$ cat config.mk
export PLATFORM = sky130hd
export DESIGN_NAME = cla_adder_pipe_flat
export DESIGN_NICKNAME = d
export VERILOG_FILES = /design/src/rtl/cla_pkg.sv /design/src/rtl/cla_adder_pipe_if.sv /design/src/rtl/cla_group4.sv /design/src/rtl/cla_slice.sv /design/src/rtl/cla_adder_pipe.sv /design/src/flat_wrapper.sv
export SDC_FILE = /design/constraint.sdc
export NUM_CORES = 1
export LEC_CHECK = 0
export ABC_AREA = 0
export BUFFER_PORTS_ARGS = -buffer_cell sky130_fd_sc_hd__buf_2
export CORE_AREA = 2 2 178 145
export DETAILED_ROUTE_END_ITERATION = 10
export DIE_AREA = 0 0 180 147
export PLACE_DENSITY = 0.64
export SKIP_LAST_GASP = 1
export SYNTH_ARGS = -nofsm -noshare
export SYNTH_HDL_FRONTEND = slang
export SYNTH_SLANG_ARGS = --single-unit
export TNS_END_PERCENT = 5
$ cat constraint.sdc
create_clock -name clk -period 2.3 [get_ports clk]
set_input_delay 0.575 -clock clk [delete_from_list [all_inputs] [get_ports clk]]
set_output_delay 0.575 -clock clk [all_outputs]
set_load 0.02 [all_outputs]
$ cat src/rtl/cla_pkg.sv
// rtl/cla_pkg.sv - shared constants and helpers for the pipelined lookahead adder
package cla_pkg;

    localparam int GROUP = 4;

    typedef enum logic {
        ALU_ADD = 1'b0,
        ALU_SUB = 1'b1
    } alu_op_e;

    function automatic int cla_lat(input int width, input int slice);
        return width / slice;
    endfunction

endpackage

$ cat src/rtl/cla_adder_pipe_if.sv
// rtl/cla_adder_pipe_if.sv - operand/result handshake bundle for cla_adder_pipe
interface cla_adder_pipe_if #(
    parameter int WIDTH = 32
);
    logic             in_valid;
    logic             in_ready;
    logic [WIDTH-1:0] a;
    logic [WIDTH-1:0] b;
    logic             sub;
    logic             out_valid;
    logic             out_ready;
    logic [WIDTH-1:0] sum;
    logic             c_out;
    logic             ovf;
    logic             zero;

    modport master (
        output in_valid, a, b, sub, out_ready,
        input  in_ready, out_valid, sum, c_out, ovf, zero
    );

    modport slave (
        input  in_valid, a, b, sub, out_ready,
        output in_ready, out_valid, sum, c_out, ovf, zero
    );
endinterface

$ cat src/rtl/cla_group4.sv
// rtl/cla_group4.sv - 4-bit carry-lookahead group
module cla_group4 (
    input  logic [3:0] a,
    input  logic [3:0] b,
    input  logic       c_in,
    output logic [3:0] s,
    output logic       c_out
);
    logic [3:0] g;
    logic [3:0] p;
    logic [3:0] c;

    assign g = a & b;
    assign p = a ^ b;

    assign c[0] = c_in;
    assign c[1] = g[0] | (p[0] & c_in);
    assign c[2] = g[1] | (p[1] & g[0]) | (p[1] & p[0] & c_in);
    assign c[3] = g[2] | (p[2] & g[1]) | (p[2] & p[1] & g[0])
                | (p[2] & p[1] & p[0] & c_in);
    assign c_out = g[3] | (p[3] & g[2]) | (p[3] & p[2] & g[1])
                 | (p[3] & p[2] & p[1] & g[0])
                 | (p[3] & p[2] & p[1] & p[0] & c_in);

    assign s = p ^ c;
endmodule

$ cat src/rtl/cla_slice.sv
// rtl/cla_slice.sv - combinational SLICE-bit adder built from chained 4-bit lookahead groups
module cla_slice
    import cla_pkg::*;
#(
    parameter int SLICE = 8
) (
    input  logic [SLICE-1:0] a,
    input  logic [SLICE-1:0] b,
    input  logic             c_in,
    output logic [SLICE-1:0] s,
    output logic             c_out,
    output logic             c_msb
);
    localparam int NG = SLICE / GROUP;

    logic [NG:0] c;

    assign c[0] = c_in;

    for (genvar g = 0; g < NG; g++) begin : g_group
        cla_group4 u_group (
            .a    (a[g*GROUP +: GROUP]),
            .b    (b[g*GROUP +: GROUP]),
            .c_in (c[g]),
            .s    (s[g*GROUP +: GROUP]),
            .c_out(c[g+1])
        );
    end

    assign c_out = c[NG];
    // s = a ^ b ^ carry, so the carry into the top bit falls out of the sum bit
    assign c_msb = a[SLICE-1] ^ b[SLICE-1] ^ s[SLICE-1];
endmodule

$ cat src/rtl/cla_adder_pipe.sv
// rtl/cla_adder_pipe.sv - pipelined carry-lookahead add/sub, one SLICE per stage, valid/ready handshake
module cla_adder_pipe
    import cla_pkg::*;
#(
    parameter int WIDTH = 32,
    parameter int SLICE = 8
) (
    input  logic            clk,
    input  logic            rst_n,
    cla_adder_pipe_if.slave bus
);
    localparam int LAT = cla_lat(WIDTH, SLICE);
    localparam int SKW = (LAT > 1) ? LAT - 1 : 1;

    logic en;

    // slot k is what stage k works on; slot 0 is the live input beat
    logic [WIDTH-1:0] in_a  [LAT];
    logic [WIDTH-1:0] in_b  [LAT];
    logic [WIDTH-1:0] in_p  [LAT];
    logic             in_c  [LAT];
    logic             in_v  [LAT];
    logic [SLICE-1:0] s_w   [LAT];
    logic             co_w  [LAT];
    logic             cm_w  [LAT];
    logic [WIDTH-1:0] nxt_p [LAT];

    // register k holds the result of stage k-1; register LAT is the output
    logic             vld_q  [1:LAT];
    logic             cy_q   [1:LAT];
    logic             ovf_q  [1:LAT];
    logic [WIDTH-1:0] part_q [1:LAT];
    logic [WIDTH-1:0] op_a_q [1:SKW];
    logic [WIDTH-1:0] op_b_q [1:SKW];
    logic             zero_q;

    assign en            = !vld_q[LAT] || bus.out_ready;
    assign bus.in_ready  = en;
    assign bus.out_valid = vld_q[LAT];
    assign bus.sum       = part_q[LAT];
    assign bus.c_out     = cy_q[LAT];
    assign bus.ovf       = ovf_q[LAT];
    assign bus.zero      = zero_q;

    always_comb begin
        in_a[0] = bus.a;
        in_b[0] = bus.sub ? ~bus.b : bus.b;
        in_p[0] = '0;
        in_c[0] = bus.sub;
        in_v[0] = bus.in_valid;
        for (int j = 1; j < LAT; j++) begin
            in_a[j] = op_a_q[j];
            in_b[j] = op_b_q[j];
            in_p[j] = part_q[j];
            in_c[j] = cy_q[j];
            in_v[j] = vld_q[j];
        end
    end

    for (genvar k = 0; k < LAT; k++) begin : g_stage
        cla_slice #(
            .SLICE(SLICE)
        ) u_slice (
            .a    (in_a[k][k*SLICE +: SLICE]),
            .b    (in_b[k][k*SLICE +: SLICE]),
            .c_in (in_c[k]),
            .s    (s_w[k]),
            .c_out(co_w[k]),
            .c_msb(cm_w[k])
        );
    end

    always_comb begin
        for (int k = 0; k < LAT; k++) begin
            nxt_p[k]                   = in_p[k];
            nxt_p[k][k*SLICE +: SLICE] = s_w[k];
        end
    end

    always_ff @(posedge clk or negedge rst_n) begin
        if (!rst_n) begin
            for (int k = 1; k <= LAT; k++) begin
                vld_q[k]  <= 1'b0;
                cy_q[k]   <= 1'b0;
                ovf_q[k]  <= 1'b0;
                part_q[k] <= '0;
            end
            for (int k = 1; k <= SKW; k++) begin
                op_a_q[k] <= '0;
                op_b_q[k] <= '0;
            end
            zero_q <= 1'b0;
        end else if (en) begin
            for (int k = 0; k < LAT; k++) begin
                vld_q[k+1]  <= in_v[k];
                part_q[k+1] <= nxt_p[k];
                cy_q[k+1]   <= co_w[k];
                ovf_q[k+1]  <= co_w[k] ^ cm_w[k];
            end
            // operands ride along so later stages see the same beat's upper bits
            for (int k = 0; k < LAT - 1; k++) begin
                op_a_q[k+1] <= in_a[k];
                op_b_q[k+1] <= in_b[k];
            end
            zero_q <= (nxt_p[LAT-1] == '0);
        end
    end
endmodule

$ cat src/flat_wrapper.sv
// flat-port wrapper written by rule: the top's interface ports become plain ports
module cla_adder_pipe_flat import cla_pkg::*;
#(
    parameter int WIDTH = 32,
    parameter int SLICE = 8
)
  (clk, rst_n, bus_in_valid, bus_a, bus_b, bus_sub, bus_out_ready, bus_in_ready, bus_out_valid, bus_sum, bus_c_out, bus_ovf, bus_zero);
  cla_adder_pipe_if #(.WIDTH(WIDTH)) bus_i ();
  input  logic clk;
  input  logic rst_n;
  input wire logic [$bits(bus_i.in_valid)-1:0] bus_in_valid;
  input wire logic [$bits(bus_i.a)-1:0] bus_a;
  input wire logic [$bits(bus_i.b)-1:0] bus_b;
  input wire logic [$bits(bus_i.sub)-1:0] bus_sub;
  input wire logic [$bits(bus_i.out_ready)-1:0] bus_out_ready;
  output wire logic [$bits(bus_i.in_ready)-1:0] bus_in_ready;
  output wire logic [$bits(bus_i.out_valid)-1:0] bus_out_valid;
  output wire logic [$bits(bus_i.sum)-1:0] bus_sum;
  output wire logic [$bits(bus_i.c_out)-1:0] bus_c_out;
  output wire logic [$bits(bus_i.ovf)-1:0] bus_ovf;
  output wire logic [$bits(bus_i.zero)-1:0] bus_zero;
  assign bus_i.in_valid = bus_in_valid;
  assign bus_i.a = bus_a;
  assign bus_i.b = bus_b;
  assign bus_i.sub = bus_sub;
  assign bus_i.out_ready = bus_out_ready;
  assign bus_in_ready = bus_i.in_ready;
  assign bus_out_valid = bus_i.out_valid;
  assign bus_sum = bus_i.sum;
  assign bus_c_out = bus_i.c_out;
  assign bus_ovf = bus_i.ovf;
  assign bus_zero = bus_i.zero;
  cla_adder_pipe #(.WIDTH(WIDTH), .SLICE(SLICE)) u_core (.clk(clk), .rst_n(rst_n), .bus(bus_i));
endmodule
==> key figures, run 1 <==
Detailed routing
  • Iter 0 DRT Violations: 354
  • Total wire length: 18600 µm
  • Total via count after detailed routing: 6114
  • Detailed-route DRC error count: 0
  • Via/cell ratio: 4.52
  • Residual antenna-violating net count after detailed routing: 0
  • Count of TritonRoute iterations in the first routing pass: 4
  • Routed wire length per instance: 13.8 µm

Power
  • Clock power frac: 21.5%
  • Share of total power in combinational logic: 38.6%
  • Proportion of power drawn by flip-flops and latches: 39.9%
  • Net Sw Power: 5.49 mW
  • Pwr/cell area: 1400 mW/mm²
  • Final Power: 14.3 mW
  • Leakage Power: 5.09 nW
  • Switching fraction of total power: 38.4%
  • Internal Power: 8.79 mW
  • IR Drop Worst-Case VDD: 0.541 mV

Cells and area
  • Fillers: 2502
  • Design Area, Final: 0.0102 mm²
  • Fin util: 41.0%
  • Area added between synthesis and finish: 19.8%
  • Ratio of cells with drive above 1 in the final layout: 17.5%
  • Multi-input gate area: 0.00364 mm²
  • Final instance count without filler cells: 1352
  • Antenna diode count: 0
  • Commonest non-fill, non-tap cell in the layout: sky130_fd_sc_hd__nand2_1
  • Nets: 1123
  • Commonest cells after routing, fill and taps aside: sky130_fd_sc_hd__nand2_1, sky130_fd_sc_hd__dfrtp_1, sky130_fd_sc_hd__buf_2, sky130_fd_sc_hd__o21ai_0, sky130_fd_sc_hd__xnor2_1
  • FF/Latch Area: 0.00465 mm²

Yosys
  • Ranking of synthesized cells by area: sky130_fd_sc_hd__dfrtp_1, sky130_fd_sc_hd__nand2_1, sky130_fd_sc_hd__ha_1, sky130_fd_sc_hd__xnor2_1, sky130_fd_sc_hd__o21ai_0
  • Number of instances in the synthesized netlist: 909
  • Cell accounting for the most synthesized area: sky130_fd_sc_hd__dfrtp_1
  • Net Count, Synth: 1017
  • Number of enable-type register cells in the synthesized netlist: 0
  • Yosys top cell area share: 54.9%
  • Post-synthesis async set-or-reset flop share: 100%
  • Number of flip-flops and latches in the synthesized netlist: 186
  • Cell area after technology mapping: 0.00848 mm²
  • Syn. warnings: 0
  • Sequential area share after synthesis: 54.9%
  • Top FF cell, synth: sky130_fd_sc_hd__dfrtp_1
  • Synth cell types: 48
  • Mean Syn Cell Area: 9.33 µm²

Floorplanning
  • Initial Utilization: 34.2%
  • Core region area: 0.0248 mm²
  • Row count: 52
  • Overall die height: 147 µm
  • Die area: 0.0265 mm²
  • Die width: 180 µm
  • Boundary pin count: 106

Placed design
  • Pre-CTS WS: -0.455 ns
  • Total half-perimeter wirelength after legalization and detailed placement: 13200 µm
  • Routability cong.: 0.846
  • # port buffers: 105
  • Standard cell area after detailed placement: 0.00950 mm²
  • Number of instances in the placed design: 1320

Timing
  • Final setup fails: 1
  • Worst clock skew on the final layout: 0.00848 ns
  • Fmax: 388 MHz
  • Hold slack: 0.104 ns
  • Final Slew Violations: 0
  • Worst slew slack as a fraction of its limit: 63.6%
  • Final setup slack of the worst path: -0.275 ns
  • Post-layout min period: 2.58 ns
  • TNS Setup: -0.275 ns
  • Number of hold violations in the final report: 0
  • Actual transition at the worst max-transition pin: 0.545 ns
  • Unrepaired setup endpoints after global routing: true
  • Period utilization: 112%

Min path
  • Hold/Removal Path Class: input port to asynchronous set/reset pin

Global routing
  • Antenna violations before repair: 0
  • Sum of overflow across all layers after global routing: 0
  • First-pass GRT wire length: 31500 µm
  • Combined global-route utilization of all metal layers: 14.9%
  • Number of global-route vias before repair: 6099
  • Maximum number of pins on one net before global-route repair: 107

Critical path
  • RR Endpoint: u_core.bus.zero
  • Critical Path End Type: register
  • Register-to-register path setup slack: -0.28 ns
  • CP Data Required Time: 2.64 ns
  • Critical R2R Launch: u_core.in_a[26]
  • Crit path DAT: 2.91 ns
  • Number of cell instances on the worst register-to-register path: 10
  • CP Max Fanout: 4
  • Element type at the critical path start: register
  • Crit path kind: register to register

Clock tree
  • Htree depth: 4
  • TritonCTS clock tree: built
  • Buffers inserted by post-CTS timing repair: 0
  • Post-CTS clock slew at the launch and capture registers of the worst setup and hold paths: 0.07 ns
  • Sinks on Clock Net: 186
  • Number of buffers created by CTS: 17
  • Buffer levels on the longest clock path: 2
  • Clk_lat worst skew: 0.43 ns
  • Hold Buf Count CTS: 0
  • Clock root buffer: sky130_fd_sc_hd__clkbuf_16

Job
  • Max_cap viols: 0

Status
  • Failing checks: negative setup slack
  • Result of the run: finished, violations left
==> synthesized netlist by cell type, types with 3 or more instances <==
library cell	n
sky130_fd_sc_hd__nand2_1	413
sky130_fd_sc_hd__dfrtp_1	186
sky130_fd_sc_hd__o21ai_0	40
sky130_fd_sc_hd__ha_1	32
sky130_fd_sc_hd__xnor2_1	31
sky130_fd_sc_hd__a21oi_1	21
sky130_fd_sc_hd__buf_2	21
sky130_fd_sc_hd__clkbuf_1	18
sky130_fd_sc_hd__xor2_1	17
sky130_fd_sc_hd__nor2_1	16
sky130_fd_sc_hd__inv_1	14
sky130_fd_sc_hd__a211oi_1	12
sky130_fd_sc_hd__fa_1	7
sky130_fd_sc_hd__o21ai_1	7
sky130_fd_sc_hd__o21bai_1	7
sky130_fd_sc_hd__o31ai_1	7
sky130_fd_sc_hd__a211o_1	5
sky130_fd_sc_hd__a21o_1	5
sky130_fd_sc_hd__buf_1	5
sky130_fd_sc_hd__o21a_1	5
sky130_fd_sc_hd__nand2b_1	4
sky130_fd_sc_hd__and2_1	3
sky130_fd_sc_hd__o2111ai_1	3
==> cell type report <==
class | count | share of cell area [%]
Timing Repair Buffer | 131 | 7.79
Inverter | 15 | 0.579
Clock inverter | 12 | 1.56
Multi-Input combinational cell | 664 | 35.8
Tap cell | 324 | 3.99
Clock buffer | 20 | 4.49
Sequential cell | 186 | 45.8
==> worst max-delay path by stage <==
stage | startpoint | endpoint
after floorplan | bus_sub | u_core.in_p[68]
after global placement | bus_sub | u_core.in_p[68]
after detailed placement | u_core.in_a[24] | u_core.bus.zero
after CTS | u_core.in_a[26] | u_core.bus.zero
after global routing | u_core.in_a[26] | u_core.bus.zero
final | u_core.in_a[26] | u_core.bus.zero
==> power groups by stage <==
stage	registers (mW)	clock network, mW	logic, mW
final	5.70	3.07	5.51
after global routing	5.90	3.29	6.35
after CTS	5.72	3.16	5.61
after detailed placement	5.74	0	5.52
after global placement	5.69	0	5.39
after floorplan	5.82	0	3.66
==> metal layers <==
metal | track usage, % | vias to the layer above | part of all wire (%)
li1 | - | 3152 | -
met1 | 21.8 | 2847 | 50
met2 | 22.4 | 101 | 44
met3 | 3.30 | 14 | 5.3
met4 | 4.07 | 0 | 0.87
met5 | 0 | - | 0
==> cell families after synthesis <==
kind of cell | count (synthesis) | synth area share (%)
AOI/OAI and AO/OA | 120 | 9.13
xor gates and xnor gates | 49 | 5.15
adders and majority gates | 39 | 6.37
buffers and inverters | 59 | 2.92
DFF | 186 | 54.9
muxes | 4 | 0.502
and+or+nand+nor | 452 | 21.1
==> registers in the layout, indices dropped and copies added, names as in the netlist <==
name and cells:
u_core.in_v 3, u_core.bus.zero 1, u_core.in_b 48, u_core.in_p 48
u_core.bus.sum 32, u_core.bus.out_valid 1, u_core.in_a 48, u_core.bus.c_out 1
u_core.bus.ovf 1, u_core.cy_q 3
==> critical path, stage by stage (launching register included) <==
cell and delay (ns):
sky130_fd_sc_hd__dfrtp_1 0.41, sky130_fd_sc_hd__ha_4 0.26, sky130_fd_sc_hd__a21o_1 0.18, sky130_fd_sc_hd__a2bb2oi_2 0.15, sky130_fd_sc_hd__nand2b_1 0.09, sky130_fd_sc_hd__fa_1 0.48
sky130_fd_sc_hd__nor4_2 0.14, sky130_fd_sc_hd__and4_1 0.21, sky130_fd_sc_hd__nand4_1 0.11, sky130_fd_sc_hd__a211o_1 0.27, sky130_fd_sc_hd__o31ai_2 0.17
==> timing repair <==
item                                    in CTS  in global routing
gates cloned                                 0                  0
pin swaps                                    3                  0
gates resized for setup                      5                  0
endpoints found under the setup margin       1                  5
No activity file was read; power rests on OpenSTA's default activity.
==> run 2, diff against run 1 <==
- CORE_AREA: 2 2 178 145 -> 2 2 155 127
- DIE_AREA: 0 0 180 147 -> 0 0 157 129
- PLACE_DENSITY: 0.64 -> 0.77
- SKIP_CTS_REPAIR_TIMING: not set -> 1
==> run 2 against run 1 <==
Effect of this change:
- the run still ends with negative setup slack left
- combinational power hardly changed
- final area is 1.2% lower
- routed wire length is 5.9% lower
- sequential power hardly changed
- clock skew is 0.0016 ns lower
- sequential share of layout area is 0.55 points higher
- die area is 23% lower
- utilization is 13 points higher
- clock power is 5% lower
- largest cell class unchanged
==> key figures, run 2 (same netlist as run 1, synthesis figures left out) <==
Status
  • Result of the run: finished, violations left
  • Failing checks: negative setup slack

Floorplanning
  • Die width: 157 µm (-13%)
  • Core region area: 0.0186 mm² (-25%)
  • Overall die height: 129 µm (-12%)
  • Row count: 45 (-13%)
  • Initial Utilization: 45.5% (+11 points)
  • Die area: 0.0203 mm² (-23%)
  • Boundary pin count: 106 (unchanged)

Clock tree
  • Post-CTS clock slew at the launch and capture registers of the worst setup and hold paths: 0.06 ns (about the same)
  • Clk_lat worst skew: 0.42 ns (about the same)
  • Htree depth: 4 (unchanged)
  • Number of buffers created by CTS: 17 (unchanged)
  • Clock root buffer: sky130_fd_sc_hd__clkbuf_16
  • TritonCTS clock tree: built
  • Buffer levels on the longest clock path: 2 (unchanged)
  • Sinks on Clock Net: 186 (unchanged)

Timing
  • Period utilization: 112% (+0.15 points)
  • Final Slew Violations: 0 (unchanged)
  • Fmax: 388 MHz (-0.13%)
  • Final setup fails: 2 (+1)
  • Unrepaired setup endpoints after global routing: true
  • Worst slew slack as a fraction of its limit: 62.7% (-0.91 points)
  • Final setup slack of the worst path: -0.278 ns (-0.00338 ns)
  • Hold slack: 0.0930 ns (-0.0108 ns)
  • Actual transition at the worst max-transition pin: 0.559 ns (+0.0136 ns)
  • Worst clock skew on the final layout: 0.00683 ns (-0.00165 ns)
  • Post-layout min period: 2.58 ns (+0.00338 ns)
  • Number of hold violations in the final report: 0 (unchanged)

Power
  • Internal Power: 8.73 mW (-0.65%)
  • Net Sw Power: 5.36 mW (-2.3%)
  • Switching fraction of total power: 38.0% (-0.39 points)
  • IR Drop Worst-Case VDD: 0.558 mV (+3.0%)
  • Pwr/cell area: 1400 mW/mm² (about the same)
  • Leakage Power: 5.08 nW (-0.19%)
  • Proportion of power drawn by flip-flops and latches: 40.4% (+0.5 points)
  • Share of total power in combinational logic: 39.0% (+0.4 points)
  • Clock power frac: 20.6% (-0.9 points)

Critical path
  • Slowest cell on the critical path: sky130_fd_sc_hd__fa_1
  • Register-to-register path setup slack: -0.28 ns (about the same)
  • Family with the most delay on the worst path: adder cells
  • Crit path kind: register to register
  • Crit-path cells: ha_1 > a21oi_2 > a2bb2oi_2 > nand2b_1 > fa_1 > nor4_2 > and4_1 > nand4_1 > a211o_1 > o31ai_2
  • RR Endpoint: u_core.bus.zero
  • Number of cell instances on the worst register-to-register path: 10 (unchanged)
  • CP Max Fanout: 2 (-2)
  • Worst path buffer plus inverter count: 0 (unchanged)
  • Largest stage delay on the critical path: 0.48 ns (about the same)
  • Element type at the critical path start: register
  • CP Data Required Time: 2.63 ns (about the same)
  • Critical R2R Launch: u_core.in_a[24]
  • Crit path DAT: 2.91 ns (about the same)
  • Critical Path End Type: register

Cells and area
  • Commonest non-fill, non-tap cell in the layout: sky130_fd_sc_hd__nand2_1
  • Fillers: 1673 (-33%)
  • Final instance count without filler cells: 1288 (-4.7%)
  • Design Area, Final: 0.0100 mm² (-1.2%)
  • Commonest cells after routing, fill and taps aside: sky130_fd_sc_hd__nand2_1, sky130_fd_sc_hd__dfrtp_1, sky130_fd_sc_hd__buf_2, sky130_fd_sc_hd__o21ai_0
  • Ratio of cells with drive above 1 in the final layout: 17.0% (-0.52 points)
  • Area added between synthesis and finish: 18.4%
  • Antenna diode count: 0 (unchanged)
  • Multi-input gate area: 0.00361 mm² (-0.69%)
  • FF/Latch Area: 0.00465 mm² (unchanged)
  • Nets: 1125 (+0.18%)

Global routing
  • Maximum number of pins on one net before global-route repair: 130 (+21%)
  • GRT met3 Usage: 4.31% (+1.0 points)
  • First-pass GRT wire length: 29300 µm (-7.0%)
  • Most Used Layer, Global Route: met2
  • Antenna violations before repair: 0 (unchanged)
  • Met2 capacity usage during global routing: 27.4% (+5.0 points)
  • M1 GR Usage: 27.0% (+5.2 points)
  • Sum of overflow across all layers after global routing: 0 (unchanged)
  • Number of global-route vias before repair: 5970 (-2.1%)
  • Combined global-route utilization of all metal layers: 18.5% (+3.6 points)

Detailed routing
  • Via/cell ratio: 4.82 (+6.6%)
  • Detailed-route DRC error count: 0 (unchanged)
  • Count of TritonRoute iterations in the first routing pass: 4 (unchanged)
  • Total wire length: 17500 µm (-5.9%)
  • Routed wire length per instance: 13.6 µm (-1.3%)
  • Total via count after detailed routing: 6208 (+1.5%)
  • Iter 0 DRT Violations: 394 (+11%)
  • Residual antenna-violating net count after detailed routing: 0 (unchanged)

Placed design
  • # port buffers: 105 (unchanged)
  • Routability cong.: 0.815 (-3.6%)
  • Total half-perimeter wirelength after legalization and detailed placement: 12000 µm (-9.1%)
  • Standard cell area after detailed placement: 0.00943 mm² (-0.79%)
  • Pre-CTS WS: -0.475 ns (-0.0192 ns)
  • Number of instances in the placed design: 1255 (-4.9%)

Job
  • Max_cap viols: 0 (unchanged)

Min path
  • Hold/Removal Path Class: input port to asynchronous set/reset pin
-- run 2: cell count changes in the layout (fill, tap and decap cells not counted), moves of 2 or more --
cell | previous run | this run
sky130_fd_sc_hd__clkbuf_1 | 1 | 6
sky130_fd_sc_hd__inv_6 | 5 | 0
sky130_fd_sc_hd__buf_4 | 21 | 23
sky130_fd_sc_hd__clkbuf_8 | 3 | 5
sky130_fd_sc_hd__clkinv_2 | 2 | 0
sky130_fd_sc_hd__ha_1 | 29 | 31
sky130_fd_sc_hd__ha_4 | 3 | 1
-- run 2: layout make-up --
class	count	area share, %
clock buffer	27	5.01
multi-input combinational	664	36.0
inverter	15	0.586
sequential	186	46.3
timing repair buffer	133	8.04
clock inverter	5	0.835
tap	258	3.21
-- run 2: per-stage QoR --
step | util (%) | total power, mW | TNS [ns]
2_1_floorplan | - | 9.49 | -1.16
3_3_place_gp | 50.6 | 11.0 | -1.44
3_5_place_dp | 50.6 | 11.2 | -1.91
4_1_cts | 53.7 | 14.2 | -0.457
5_1_grt | 53.9 | 15.3 | -0.887
6_report | 53.9 | 14.1 | -0.300
-- run 2: worst reg2reg max path: stages, from the launching register on --
cell	delay (ns)
sky130_fd_sc_hd__dfrtp_1	0.38
sky130_fd_sc_hd__ha_1	0.32
sky130_fd_sc_hd__a21oi_2	0.16
sky130_fd_sc_hd__a2bb2oi_2	0.17
sky130_fd_sc_hd__nand2b_1	0.09
sky130_fd_sc_hd__fa_1	0.48
sky130_fd_sc_hd__nor4_2	0.14
sky130_fd_sc_hd__and4_1	0.22
sky130_fd_sc_hd__nand4_1	0.09
sky130_fd_sc_hd__a211o_1	0.25
sky130_fd_sc_hd__o31ai_2	0.18
-- run 2: routing by layer --
metal | wire (µm) | vias up | share of wire (%)
met2 | 7790 | 116 | 44
met1 | 8740 | 2929 | 50
li1 | - | 3143 | -
met5 | 0 | - | 0
met3 | 698 | 20 | 4.0
met4 | 286 | 0 | 1.6
-- run 2: worst max path at each step --
stage | end | slack, ns | start | cells past startpoint
3_5_place_dp | u_core.in_p[68] | -0.47 | bus_sub | 9
4_1_cts | u_core.bus.zero | -0.43 | u_core.in_a[24] | 10
2_1_floorplan | u_core.in_p[68] | -0.44 | bus_sub | 10
3_3_place_gp | u_core.in_p[68] | -0.39 | bus_sub | 9
6_report | u_core.bus.zero | -0.28 | u_core.in_a[24] | 10
5_1_grt | u_core.bus.zero | -0.42 | u_core.in_a[24] | 10
-- run 2: power by group through the flow --
stage	combinational (mW)	sequential [mW]	clock, mW
final	5.49	5.69	2.91
after global routing	6.29	5.87	3.12
after CTS	5.52	5.67	2.98
after detailed placement	5.49	5.72	0
after global placement	5.30	5.66	0
after floorplan	3.66	5.82	0
==> run 3, diff against run 2 <==
- RECOVER_POWER: not set -> 100
==> run 3 against run 2 <==
Effect of this change:
- the run still ends with negative setup slack left
- non-clock buffer count unchanged
- critical path type unchanged
- critical endpoint unchanged
- critical path depth unchanged
- sequential power about the same
- clock power about the same
==> key figures, run 3 (same netlist as run 1, synthesis figures left out) <==
Detailed routing
  • Residual antenna-violating net count after detailed routing: 0 (unchanged)
  • Total via count after detailed routing: 6230 (+0.35%)
  • Routed wire length per instance: 13.6 µm (+0.27%)
  • Via/cell ratio: 4.84 (+0.35%)
  • Detailed-route DRC error count: 0 (unchanged)
  • Count of TritonRoute iterations in the first routing pass: 4 (unchanged)
  • Iter 0 DRT Violations: 389 (-1.3%)
  • Total wire length: 17600 µm (+0.27%)

Global routing
  • Antenna violations before repair: 0 (unchanged)
  • Sum of overflow across all layers after global routing: 0 (unchanged)
  • Number of global-route vias before repair: 5970 (unchanged)
  • Combined global-route utilization of all metal layers: 18.5% (unchanged)
  • Maximum number of pins on one net before global-route repair: 130 (unchanged)
  • First-pass GRT wire length: 29300 µm (unchanged)

Critical path
  • CP Data Required Time: 2.63 ns (about the same)
  • CP Max Fanout: 2 (unchanged)
  • Register-to-register path setup slack: -0.28 ns (about the same)
  • Largest stage delay on the critical path: 0.48 ns (about the same)
  • Slowest cell on the critical path: sky130_fd_sc_hd__fa_1
  • Crit path kind: register to register
  • Critical Path End Type: register
  • Crit path DAT: 2.91 ns (about the same)
  • Worst path buffer plus inverter count: 0 (unchanged)
  • Family with the most delay on the worst path: adder cells
  • Crit-path cells: ha_1 > a21oi_2 > a2bb2oi_2 > nand2b_1 > fa_1 > nor4_2 > and4_1 > nand4_1 > a211o_1 > o31ai_2
  • Element type at the critical path start: register

Cells and area
  • Ratio of cells with drive above 1 in the final layout: 13.1% (-3.9 points)
  • Commonest non-fill, non-tap cell in the layout: sky130_fd_sc_hd__nand2_1
  • Antenna diode count: 0 (unchanged)
  • Design Area, Final: 0.00991 mm² (-1.4%)
  • Fin util: 53.2% (-0.73 points)
  • Commonest cells after routing, fill and taps aside: sky130_fd_sc_hd__nand2_1, sky130_fd_sc_hd__dfrtp_1, sky130_fd_sc_hd__buf_2, sky130_fd_sc_hd__clkbuf_1, sky130_fd_sc_hd__o21ai_0
  • Nets: 1125 (unchanged)
  • Area added between synthesis and finish: 16.8%
  • Final instance count without filler cells: 1288 (unchanged)

Status
  • Result of the run: finished, violations left
  • Failing checks: negative setup slack

Floorplanning
  • Die area: 0.0203 mm² (unchanged)
  • Die width: 157 µm (unchanged)
  • Boundary pin count: 106 (unchanged)
  • Row count: 45 (unchanged)
  • Initial Utilization: 45.5% (unchanged)
  • Overall die height: 129 µm (unchanged)
  • Core region area: 0.0186 mm² (unchanged)

Power
  • Pwr/cell area: 1410 mW/mm² (+0.35%)
  • IR Drop Worst-Case VDD: 0.554 mV (-0.62%)
  • Final Power: 14.0 mW (-1.0%)
  • Leakage Power: 4.93 nW (-3.0%)

Placed design
  • Standard cell area after detailed placement: 0.00943 mm² (unchanged)
  • Total half-perimeter wirelength after legalization and detailed placement: 12000 µm (unchanged)
  • # port buffers: 105 (unchanged)
  • Routability cong.: 0.815 (unchanged)
  • Number of instances in the placed design: 1255 (unchanged)
  • Pre-CTS WS: -0.475 ns (unchanged)

Job
  • Max_cap viols: 0 (unchanged)

Timing
  • Final setup fails: 3 (+1)
  • Final Slew Violations: 0 (unchanged)
  • Actual transition at the worst max-transition pin: 1.31 ns (+0.755 ns)
  • Period utilization: 112% (-0.12 points)
  • Fmax: 388 MHz (+0.11%)
  • Worst slew slack as a fraction of its limit: 12.4% (-50 points)
  • Unrepaired setup endpoints after global routing: true
  • Worst clock skew on the final layout: 0.00480 ns (-0.00203 ns)
  • Post-layout min period: 2.58 ns (-0.00284 ns)
  • Number of hold violations in the final report: 0 (unchanged)
  • Final setup slack of the worst path: -0.276 ns (+0.00284 ns)

Clock tree
  • Number of buffers created by CTS: 17 (unchanged)
  • Sinks on Clock Net: 186 (unchanged)
  • Htree depth: 4 (unchanged)
  • Buffer levels on the longest clock path: 2 (unchanged)
  • Clk_lat worst skew: 0.42 ns (about the same)
  • Clock root buffer: sky130_fd_sc_hd__clkbuf_16
  • TritonCTS clock tree: built
  • Post-CTS clock slew at the launch and capture registers of the worst setup and hold paths: 0.06 ns (about the same)

Min path
  • Hold/Removal Path Class: input port to register
[run 3: cell count changes in the layout (fill, tap and decap cells not counted), moves of 2 or more]
| cell | delta |
|---|---|
| sky130_fd_sc_hd__clkbuf_1 | +38 |
| sky130_fd_sc_hd__buf_2 | -36 |
| sky130_fd_sc_hd__buf_12 | -5 |
| sky130_fd_sc_hd__clkbuf_4 | +5 |
| sky130_fd_sc_hd__buf_4 | -3 |
| sky130_fd_sc_hd__clkbuf_2 | +2 |
[run 3: per-layer routing]
| layer | part of all wire, % | track usage (%) | up-vias |
|---|---|---|---|
| li1 | - | - | 3145 |
| met1 | 49 | 27.0 | 2936 |
| met2 | 45 | 27.4 | 133 |
| met3 | 4.9 | 4.31 | 16 |
| met4 | 1.5 | 5.94 | 0 |
| met5 | 0 | 0 | - |
[run 3: layout make-up]
type / count / area [µm²]
fillers: 1706 / 8730
flip-flops and latches: 186 / 4650
multi-input cells: 664 / 3610
repair buffers: 133 / 681
clock buffers: 27 / 503
well taps: 258 / 323
clock inverters: 5 / 83.8
inverters: 15 / 56.3
[run 3: worst register-to-register path, delay by kind of cell (launching register included)]
family                   cells  cell delay [ns]
adder cells (fa/ha/maj)      2             0.80
flip-flops                   1             0.38
AND/OR/NAND/NOR              4             0.54
AO/OA/AOI/OAI                4             0.76
[run 3: power breakdown]
group / switching [mW] / leakage [nW] / internal, mW
clock: 1.18 / 0.278 / 1.72
combinational: 3.20 / 2.41 / 2.15
sequential: 0.973 / 2.24 / 4.73
[run 3: per-stage QoR]
step	hold WS (ns)	setup TNS, ns
global route	0.333	-7.51
floorplan	0.279	-1.16
CTS	0.0945	-0.457
detailed placement	0.448	-1.91
finish	0.342	-0.487
global placement	0.443	-1.44
[run 3: path summary, 6_finish.rpt]
path	startpoint	to	depth (start not counted)
max	u_core.in_a[24]	u_core.bus.zero	10
min	bus_a[20]	u_core.in_a[84]	3
max reg2reg	u_core.in_a[24]	u_core.bus.zero	10
min reg2reg	u_core.bus.sum[10]	u_core.bus.sum[10]	2
max in group asynchronous	rst_n	u_core.in_b[51]	2
min in group asynchronous	rst_n	u_core.bus.sum[10]	1
